## config.mk

```make
export PLATFORM = sky130hd
export DESIGN_NAME = mode_ctrl_flat
export DESIGN_NICKNAME = d
export VERILOG_FILES = /design/src/rtl/mode_ctrl_if.sv /design/src/rtl/mode_ctrl.sv /design/src/flat_wrapper.sv
export SDC_FILE = /design/constraint.sdc
export NUM_CORES = 1
export LEC_CHECK = 0
export CAP_MARGIN = 20
export CORE_MARGIN = 1
export CORE_UTILIZATION = 40
export DETAILED_ROUTE_END_ITERATION = 12
export RECOVER_POWER = 100
export SLEW_MARGIN = 20
export SYNTH_ARGS = -nofsm -noshare
export SYNTH_HDL_FRONTEND = slang
export SYNTH_SLANG_ARGS = --single-unit
```

## constraint.sdc

```tcl
create_clock -name sys_clk -period 2.5 [get_ports sys_clk]
set_clock_uncertainty 0.1 [all_clocks]
set_input_delay 0.25 -clock sys_clk [delete_from_list [all_inputs] [get_ports sys_clk]]
set_output_delay 0.25 -clock sys_clk [all_outputs]
set_load 0.1 [all_outputs]
```

## src/rtl/mode_ctrl_if.sv

```systemverilog
// Button/done inputs and screen outputs exchanged between the panel front-end and mode_ctrl.
interface mode_ctrl_if;
    logic       btn_up;
    logic       btn_down;
    logic       btn_ok;
    logic       btn_back;
    logic       done;
    logic [6:0] status;
    logic [3:0] num;
    logic       key_valid;

    modport master (
        output btn_up, btn_down, btn_ok, btn_back, done,
        input  status, num, key_valid
    );

    modport slave (
        input  btn_up, btn_down, btn_ok, btn_back, done,
        output status, num, key_valid
    );
endinterface

```

## src/rtl/mode_ctrl.sv

```systemverilog
// Push-button mode controller: sync + debounce + press detect feeding the screen/selection FSM.
// Optional macro MODE_CTRL_AUTOREPEAT_EN adds auto-repeat on held up/down buttons.
module mode_ctrl #(
    parameter int DEB_CNT    = 2_000_000,
    parameter int NUM_MAX    = 9,
    parameter int REPEAT_CNT = 25_000_000
) (
    input  logic        sys_clk,
    input  logic        sys_rst,
    mode_ctrl_if.slave  bus
);
    localparam int              DW       = $clog2(DEB_CNT + 1);
    localparam logic [DW-1:0]   DEB_LAST = DW'(DEB_CNT - 1);
    localparam logic [3:0]      NMAX     = 4'(NUM_MAX);

    typedef enum logic [6:0] {
        IDLE   = 7'b0000001,
        MENU   = 7'b0000010,
        FREE   = 7'b0000100,
        LEARN  = 7'b0001000,
        AUTO   = 7'b0010000,
        RESULT = 7'b0100000,
        PAUSE  = 7'b1000000
    } state_t;

    // Button index order: 0 up, 1 down, 2 ok, 3 back.
    logic [3:0] raw;
    logic [3:0] press;
    logic [1:0] settle_q;

    assign raw = {bus.btn_back, bus.btn_ok, bus.btn_down, bus.btn_up};

    generate
        for (genvar gi = 0; gi < 4; gi++) begin : g_btn
            logic          sync1_q, sync2_q, deb_q, deb_prev_q, lock_q, press_q;
            logic [DW-1:0] cnt_q;
            logic          rise;

            // lock_q masks the first rise after reset so a button held through reset stays silent.
            assign rise       = deb_q & ~deb_prev_q & ~lock_q;
            assign press[gi]  = press_q;

            always_ff @(posedge sys_clk) begin
                if (sys_rst) begin
                    sync1_q    <= 1'b0;
                    sync2_q    <= 1'b0;
                    deb_q      <= 1'b0;
                    deb_prev_q <= 1'b0;
                    lock_q     <= 1'b1;
                    cnt_q      <= '0;
                end else begin
                    sync1_q    <= raw[gi];
                    sync2_q    <= sync1_q;
                    deb_prev_q <= deb_q;
                    if (sync2_q != deb_q) begin
                        if (cnt_q == DEB_LAST) begin
                            deb_q <= sync2_q;
                            cnt_q <= '0;
                        end else begin
                            cnt_q <= cnt_q + 1'b1;
                        end
                    end else begin
                        cnt_q <= '0;
                    end
                    if (lock_q && settle_q == 2'd2 && !sync2_q && !deb_q)
                        lock_q <= 1'b0;
                end
            end

`ifdef MODE_CTRL_AUTOREPEAT_EN
            if (gi < 2) begin : g_rep
                localparam int            RW       = $clog2(REPEAT_CNT + 1);
                localparam logic [RW-1:0] REP_LAST = RW'(REPEAT_CNT - 1);
                logic [RW-1:0] rep_q;

                always_ff @(posedge sys_clk) begin
                    if (sys_rst) begin
                        press_q <= 1'b0;
                        rep_q   <= '0;
                    end else if (rise) begin
                        press_q <= 1'b1;
                        rep_q   <= '0;
                    end else if (deb_q && deb_prev_q && !lock_q) begin
                        press_q <= (rep_q == REP_LAST);
                        rep_q   <= (rep_q == REP_LAST) ? '0 : rep_q + 1'b1;
                    end else begin
                        press_q <= 1'b0;
                        rep_q   <= '0;
                    end
                end
            end else begin : g_norep
                always_ff @(posedge sys_clk) begin
                    if (sys_rst) press_q <= 1'b0;
                    else         press_q <= rise;
                end
            end
`else
            always_ff @(posedge sys_clk) begin
                if (sys_rst) press_q <= 1'b0;
                else         press_q <= rise;
            end
`endif
        end
    endgenerate

    state_t     state_q, state_d;
    logic [3:0] num_q, num_d;
    logic [1:0] src_q, src_d;
    logic       kv_q, kv_d;
    logic       ev_back, ev_done, ev_ok, ev_up, ev_down;
    logic [1:0] mode_idx;

    always_comb begin
        state_d  = state_q;
        num_d    = num_q;
        src_d    = src_q;
        kv_d     = |press;
        ev_back  = 1'b0;
        ev_done  = 1'b0;
        ev_ok    = 1'b0;
        ev_up    = 1'b0;
        ev_down  = 1'b0;
        mode_idx = (state_q == LEARN) ? 2'd1 : (state_q == AUTO) ? 2'd2 : 2'd0;

        // done only counts as an event where it has an effect.
        if (press[3])                                             ev_back = 1'b1;
        else if (bus.done && (state_q == LEARN || state_q == AUTO)) ev_done = 1'b1;
        else if (press[2])                                        ev_ok   = 1'b1;
        else if (press[0])                                        ev_up   = 1'b1;
        else if (press[1])                                        ev_down = 1'b1;

        case (state_q)
            IDLE: begin
                if (ev_ok) begin
                    state_d = MENU;
                    num_d   = 4'd0;
                end
            end
            MENU: begin
                if (ev_back) begin
                    state_d = IDLE;
                    num_d   = 4'd0;
                end else if (ev_ok) begin
                    state_d = (num_q == 4'd0) ? FREE : (num_q == 4'd1) ? LEARN : AUTO;
                    num_d   = 4'd0;
                end else if (ev_up) begin
                    num_d = (num_q >= 4'd2) ? 4'd0 : num_q + 4'd1;
                end else if (ev_down) begin
                    num_d = (num_q == 4'd0) ? 4'd2 : num_q - 4'd1;
                end
            end
            FREE, LEARN, AUTO: begin
                if (ev_back) begin
                    state_d = MENU;
                    num_d   = {2'b00, mode_idx};
                end else if (ev_done) begin
                    state_d = RESULT;
                    src_d   = mode_idx;
                end else if (ev_ok) begin
                    if (state_q == AUTO) state_d = PAUSE;
                end else if (ev_up) begin
                    num_d = (num_q >= NMAX) ? 4'd0 : num_q + 4'd1;
                end else if (ev_down) begin
                    num_d = (num_q == 4'd0) ? NMAX : num_q - 4'd1;
                end
            end
            PAUSE: begin
                if (ev_back) begin
                    state_d = MENU;
                    num_d   = 4'd2;
                end else if (ev_ok) begin
                    state_d = AUTO;
                end
            end
            RESULT: begin
                if (ev_back || ev_ok) begin
                    state_d = MENU;
                    num_d   = {2'b00, src_q};
                end
            end
            default: begin
                state_d = IDLE;
                num_d   = 4'd0;
            end
        endcase
    end

    always_ff @(posedge sys_clk) begin
        if (sys_rst) begin
            state_q  <= IDLE;
            num_q    <= 4'd0;
            src_q    <= 2'd0;
            kv_q     <= 1'b0;
            settle_q <= 2'd0;
        end else begin
            state_q  <= state_d;
            num_q    <= num_d;
            src_q    <= src_d;
            kv_q     <= kv_d;
            if (settle_q != 2'd2) settle_q <= settle_q + 2'd1;
        end
    end

    assign bus.status    = state_q;
    assign bus.num       = num_q;
    assign bus.key_valid = kv_q;
endmodule

```

## src/flat_wrapper.sv

```systemverilog
// flat-port wrapper written by rule: the top's interface ports become plain ports
module mode_ctrl_flat 
#(
    parameter int DEB_CNT    = 2_000_000,
    parameter int NUM_MAX    = 9,
    parameter int REPEAT_CNT = 25_000_000
)
  (sys_clk, sys_rst, bus_btn_up, bus_btn_down, bus_btn_ok, bus_btn_back, bus_done, bus_status, bus_num, bus_key_valid);
  mode_ctrl_if bus_i ();
  input  logic sys_clk;
  input  logic sys_rst;
  input wire logic [$bits(bus_i.btn_up)-1:0] bus_btn_up;
  input wire logic [$bits(bus_i.btn_down)-1:0] bus_btn_down;
  input wire logic [$bits(bus_i.btn_ok)-1:0] bus_btn_ok;
  input wire logic [$bits(bus_i.btn_back)-1:0] bus_btn_back;
  input wire logic [$bits(bus_i.done)-1:0] bus_done;
  output wire logic [$bits(bus_i.status)-1:0] bus_status;
  output wire logic [$bits(bus_i.num)-1:0] bus_num;
  output wire logic [$bits(bus_i.key_valid)-1:0] bus_key_valid;
  assign bus_i.btn_up = bus_btn_up;
  assign bus_i.btn_down = bus_btn_down;
  assign bus_i.btn_ok = bus_btn_ok;
  assign bus_i.btn_back = bus_btn_back;
  assign bus_i.done = bus_done;
  assign bus_status = bus_i.status;
  assign bus_num = bus_i.num;
  assign bus_key_valid = bus_i.key_valid;
  mode_ctrl #(.DEB_CNT(DEB_CNT), .NUM_MAX(NUM_MAX), .REPEAT_CNT(REPEAT_CNT)) u_core (.sys_clk(sys_clk), .sys_rst(sys_rst), .bus(bus_i));
endmodule
```

==> results by stage <==
Status:
- The flow ran to the end, and the final reports show no timing, DRC or antenna violations.

Power:
- The power per cell area is about 700 mW/mm2.
- The worst vdd rail ir drop is 0.5726 mV.
- For this design the static power due to leakage is 2.241 nW.
- The design draws ~4.8 mW.

Worst setup path:
- The maximum fanout along the worst path is 10.
- The arrival time of the worst setup path is approximately 2600 ps.
- The end point of the critical path is u_core.bus.num[1]$_SDFFE_PP0P_.
- STA classifies the critical path startpoint as a flip-flop.
- STA classifies the critical path endpoint as a flip-flop.
- In this run the critical register-to-register path is captured at u_core.bus.num[1]$_SDFFE_PP0P_.
- For the worst setup path, the data required time is approximately 2700 ps.
- The worst reg2reg path depth is 7.
- The critical path is of the reg2reg type.
- The worst register-to-register path begins at u_core.bus.status[0]$_SDFFE_PP1P_.
- The launch point of the critical path is u_core.bus.status[0]$_SDFFE_PP1P_.
- The setup check on the worst reg-to-reg path leaves a slack of around 120 ps.

Synth:
- The post-synthesis simple-gate area fraction is between 20% and 30%.
- During synthesis, Yosys emitted a total of 0 warnings.
- The arithmetic-cell share of the synthesized area counting full adders, half adders and majority gates is 1.970%.
- The netlist uses 57 different library cells.
- After synthesis, the share of flip-flops with an asynchronous set or reset is 0%.
- After synthesis the cells add up to about 0.0057 mm2.
- The count of state elements after synthesis is approximately 120.
- The combinational family with the most area after synthesis is simple AND/OR/NAND/NOR gates.
- A synthesized cell averages between 8 and 9 um2.
- The share of cell area taken by muxes after synthesis is 1.226%.
- The most common flop cell mapped by yosys is sky130_fd_sc_hd__dfxtp_1.
- Summing the areas of all compound-gate instances in the mapped netlist gives 8.034% of the synthesized area.
- The fraction of synthesized cell area in xor and xnor cells is about 13%.
- Yosys mapped a number of flops with a built-in enable equal to 0.
- The number of cells produced by synthesis is approximately 670.
- The part of the Yosys area used for sequential elements is between 40% and 50%.
- The synthesized netlist net count is a little under 700.

Timing:
- The number of hold-slack violations in the final timing report was 0.
- The count of endpoints failing setup in the final report is 0.
- The post-route fraction of the period consumed by the critical path is between 90% and 100%.
- The total count of max-transition violations in the final report is 0.
- Static timing analysis puts the maximum clock frequency at roughly 0.42 GHz.
- The worst max-slew margin expressed relative to the limit is a little under a quarter.
- The clock period minus final worst setup slack is 2385 ps.
- The actual transition at the worst max-transition pin is about 1200 ps.
- Setup repair after global routing left no endpoint under its margin.

Clocking:
- The clock transition at the registers of the reported paths is around 50 ps.
- In this run, post-CTS repair resized a total of 0 instances.
- The clock tree from TritonCTS is done.
- The maximum number of buffers from clock root to sink is 2.
- The H-tree was split into 4 levels.
- The CTS root buffer is sky130_fd_sc_hd__clkbuf_16.
- Buffers inserted to repair hold after CTS numbered 0.
- Clock latency on the worst-skew pair, taken at its later pin, is between 400 and 500 ps.
- Buffers inserted during clock tree synthesis total 17.
- Post-CTS timing repair inserted 0 buffers for setup.
- The number of sinks handled by clock tree synthesis is ~120.

Layout:
- After routing the design area is 0.006671 mm2.
- The final layout contains slightly above 700 nets.
- The layout-stage area growth over the synthesis result is 16.73%.
- The post-route netlist has around 9% of its cells at a drive strength greater than 1.
- The final antenna diode count is 0.

Placement:
- The congestion estimate from routability-driven global placement came to 0.8504.
- During placement, the flow inserted port buffers numbering 18.
- The HPWL after detailed placement is 7722 um.
- The placed cell area is between 0.006 and 0.007 mm2.

Floorplanning:
- The core region area is around 0.014 mm2.
- The floorplan step defined a die boundary enclosing 0.01477 mm2.
- The initial utilization of the core area, before any placement, comes to about two fifths.
- Row generation in the floorplan step produced 43 rows.
- The number of placed I/O pins is 19.
- The die outline height is around 120 um.
- The die width is 121.5 um.

Routing:
- For this run, the detailed router's first-pass iteration total came to 4.
- The per-cell routed wire length is roughly 13 um.
- After detailed routing, the number of remaining DRC violations is 0.
- Dividing the detail-routed via count by the number of cells gives ~5.1.
- The detail route stage leaves a number of antenna-violating nets equal to 0.
- The detailed router finished its first iteration with roughly 300 violations.
- The final wirelength is between 10000 and 15000 um.
- The detailed router placed approximately 4600 vias in this run.

Global route:
- The number of antenna violations at the first check in global routing is 0.
- The number of global-route vias before repair came to roughly 4500.
- The overall global routing resource usage is about 17%.
- The first global-routing pass estimated roughly 20000 um of wire.
- The total global routing overflow is 0.
- Entering global routing, the biggest net connects 34 pins.

Hold path:
- The tightest min-delay check is of the in2reg type.
- The cell depth of the worst hold path is 2.

Run:
- The count of max-cap constraint violations is 0.
## cell type report
type	instances	area, um2
multi-input combinational	507	3054
clock inverter	14	195.2
clock buffer	18	439.2
timing repair buffer	33	207.7
tap	180	225.2
inverter	15	56.30
sequential	124	2494
fill	1358	7263
## stage by stage
step	setup TNS, ps	std cells	utilization [%]	hold slack (ps)	worst slack [ps]
2_1_floorplan	-67.38	673	-	272.1	-67.38
3_3_place_gp	0	859	43.81	282.2	157.8
3_5_place_dp	0	859	43.81	281.7	132.4
4_1_cts	0	891	48.36	276.5	120.2
5_1_grt	0	891	47.88	296.1	14.15
6_report	0	891	47.88	287.7	115.1
## power breakdown
group	switching [mW]	leakage (nW)	internal, mW	total [mW]
Clock	0.893	0.298	1.69	2.58
Sequential	0.0234	1.01	2.02	2.04
Combinational	0.0829	0.938	0.0606	0.143
## synthesized netlist by cell type (2+ instances only)
cell type / number / area share, %
sky130_fd_sc_hd__nor2_1: 125 / 8.2
sky130_fd_sc_hd__dfxtp_1: 124 / 43
sky130_fd_sc_hd__nand2_1: 62 / 4.1
sky130_fd_sc_hd__xor2_1: 45 / 6.9
sky130_fd_sc_hd__nand3_1: 38 / 3.3
sky130_fd_sc_hd__xnor2_1: 38 / 5.8
sky130_fd_sc_hd__clkbuf_1: 18 / 1.2
sky130_fd_sc_hd__nor2b_1: 18 / 2.0
sky130_fd_sc_hd__and3_1: 16 / 1.8
sky130_fd_sc_hd__a21oi_1: 15 / 1.3
sky130_fd_sc_hd__nor3_1: 15 / 1.3
sky130_fd_sc_hd__inv_1: 14 / 0.92
sky130_fd_sc_hd__nand4_1: 13 / 1.4
sky130_fd_sc_hd__o21ai_0: 13 / 1.1
sky130_fd_sc_hd__ha_1: 9 / 2.0
sky130_fd_sc_hd__nor4b_1: 8 / 1.2
sky130_fd_sc_hd__or3_1: 8 / 0.88
sky130_fd_sc_hd__mux2i_1: 7 / 1.2
sky130_fd_sc_hd__nor3b_1: 7 / 0.92
sky130_fd_sc_hd__nor4_1: 7 / 0.77
sky130_fd_sc_hd__and2_1: 6 / 0.66
sky130_fd_sc_hd__and4_1: 5 / 0.77
sky130_fd_sc_hd__buf_2: 5 / 0.44
sky130_fd_sc_hd__a31oi_1: 4 / 0.44
sky130_fd_sc_hd__o211ai_1: 4 / 0.53
sky130_fd_sc_hd__a311oi_1: 3 / 0.46
sky130_fd_sc_hd__nand2b_1: 3 / 0.33
sky130_fd_sc_hd__nand4b_1: 3 / 0.46
sky130_fd_sc_hd__o21a_1: 3 / 0.39
sky130_fd_sc_hd__o22ai_1: 3 / 0.33
sky130_fd_sc_hd__a21o_1: 2 / 0.26
sky130_fd_sc_hd__a22o_1: 2 / 0.31
sky130_fd_sc_hd__buf_1: 2 / 0.13
sky130_fd_sc_hd__buf_6: 2 / 0.39
sky130_fd_sc_hd__o2111ai_1: 2 / 0.31
sky130_fd_sc_hd__or3b_2: 2 / 0.31
sky130_fd_sc_hd__or4_1: 2 / 0.26
## routing by layer
layer,track usage (%),share of wire [%],vias up
met4,8.719,1.9,0
met5,0,0,-
li1,-,-,2348
met2,27.95,47,75
met3,3.558,3.2,19
met1,20.81,48,2113
## critical path, stage by stage (launching register included)
cell,delay (ps)
sky130_fd_sc_hd__dfxtp_2,350
sky130_fd_sc_hd__or4_4,580
sky130_fd_sc_hd__o31ai_4,290
sky130_fd_sc_hd__buf_4,200
sky130_fd_sc_hd__nand4b_1,120
sky130_fd_sc_hd__a21oi_1,80
sky130_fd_sc_hd__or3_1,350
sky130_fd_sc_hd__a22o_1,200
## placed cells by master, fill, tap and decap left out, types with 4 or more instances in the layout
master	instances
sky130_fd_sc_hd__nor3_1	15
sky130_fd_sc_hd__a31oi_1	4
sky130_fd_sc_hd__xnor2_1	38
sky130_fd_sc_hd__clkbuf_2	6
sky130_fd_sc_hd__and3_1	16
sky130_fd_sc_hd__clkbuf_1	14
sky130_fd_sc_hd__clkinvlp_4	4
sky130_fd_sc_hd__ha_1	9
sky130_fd_sc_hd__bufinv_16	4
sky130_fd_sc_hd__a21oi_1	15
sky130_fd_sc_hd__o211ai_1	4
sky130_fd_sc_hd__clkdlybuf4s50_1	5
sky130_fd_sc_hd__nand3_1	38
sky130_fd_sc_hd__o21ai_0	13
sky130_fd_sc_hd__and4_1	5
sky130_fd_sc_hd__mux2i_1	7
sky130_fd_sc_hd__nor4b_1	8
sky130_fd_sc_hd__nor4_1	7
sky130_fd_sc_hd__nor2_1	125
sky130_fd_sc_hd__nand4_1	13
sky130_fd_sc_hd__dfxtp_1	115
sky130_fd_sc_hd__clkbuf_16	17
sky130_fd_sc_hd__xor2_1	45
sky130_fd_sc_hd__inv_1	14
sky130_fd_sc_hd__buf_4	6
sky130_fd_sc_hd__nand2_1	62
sky130_fd_sc_hd__and2_1	6
sky130_fd_sc_hd__dfxtp_2	9
sky130_fd_sc_hd__clkinv_4	4
sky130_fd_sc_hd__or3_1	8
sky130_fd_sc_hd__nor2b_1	18
sky130_fd_sc_hd__nor3b_1	7
## registers in the layout (all words and copies together), names as in the netlist
| name | count |
|---|---|
| u_core.g_btn.press_q | 4 |
| u_core.bus.status | 7 |
| u_core.bus.key_valid | 1 |
| u_core.g_btn.deb_q | 4 |
| u_core.g_btn.cnt_q | 84 |
| u_core.src_q | 2 |
| u_core.g_btn.lock_q | 4 |
| u_core.bus.num | 4 |
| u_core.g_btn.sync1_q | 4 |
| u_core.settle_q | 2 |
| u_core.g_btn.deb_prev_q | 4 |
| u_core.g_btn.sync2_q | 4 |
## worst min path at each step
stage / startpoint / endpoint / slack, ps
finish: bus_btn_up / u_core.g_btn[0].sync1_q$_SDFF_PP0_ / 290
global route: bus_btn_ok / u_core.g_btn[2].sync1_q$_SDFF_PP0_ / 300
CTS: bus_btn_up / u_core.g_btn[0].sync1_q$_SDFF_PP0_ / 280
detailed placement: u_core.g_btn[0].deb_prev_q$_SDFF_PP0_ / u_core.g_btn[0].press_q$_SDFF_PP0_ / 280
global placement: u_core.g_btn[0].deb_prev_q$_SDFF_PP0_ / u_core.g_btn[0].press_q$_SDFF_PP0_ / 280
floorplan: u_core.g_btn[0].deb_prev_q$_SDFF_PP0_ / u_core.g_btn[0].press_q$_SDFF_PP0_ / 270
## cells by family after synthesis
| family | after synthesis |
|---|---|
| DFF | 124 |
| xor gates and xnor gates | 83 |
| muxes | 7 |
| buffers and inverters | 42 |
| and+or+nand+nor | 342 |
| adders and majority gates | 9 |
| AOI/OAI and AO/OA | 66 |
Note: power is estimated with default switching activity, not from simulation.
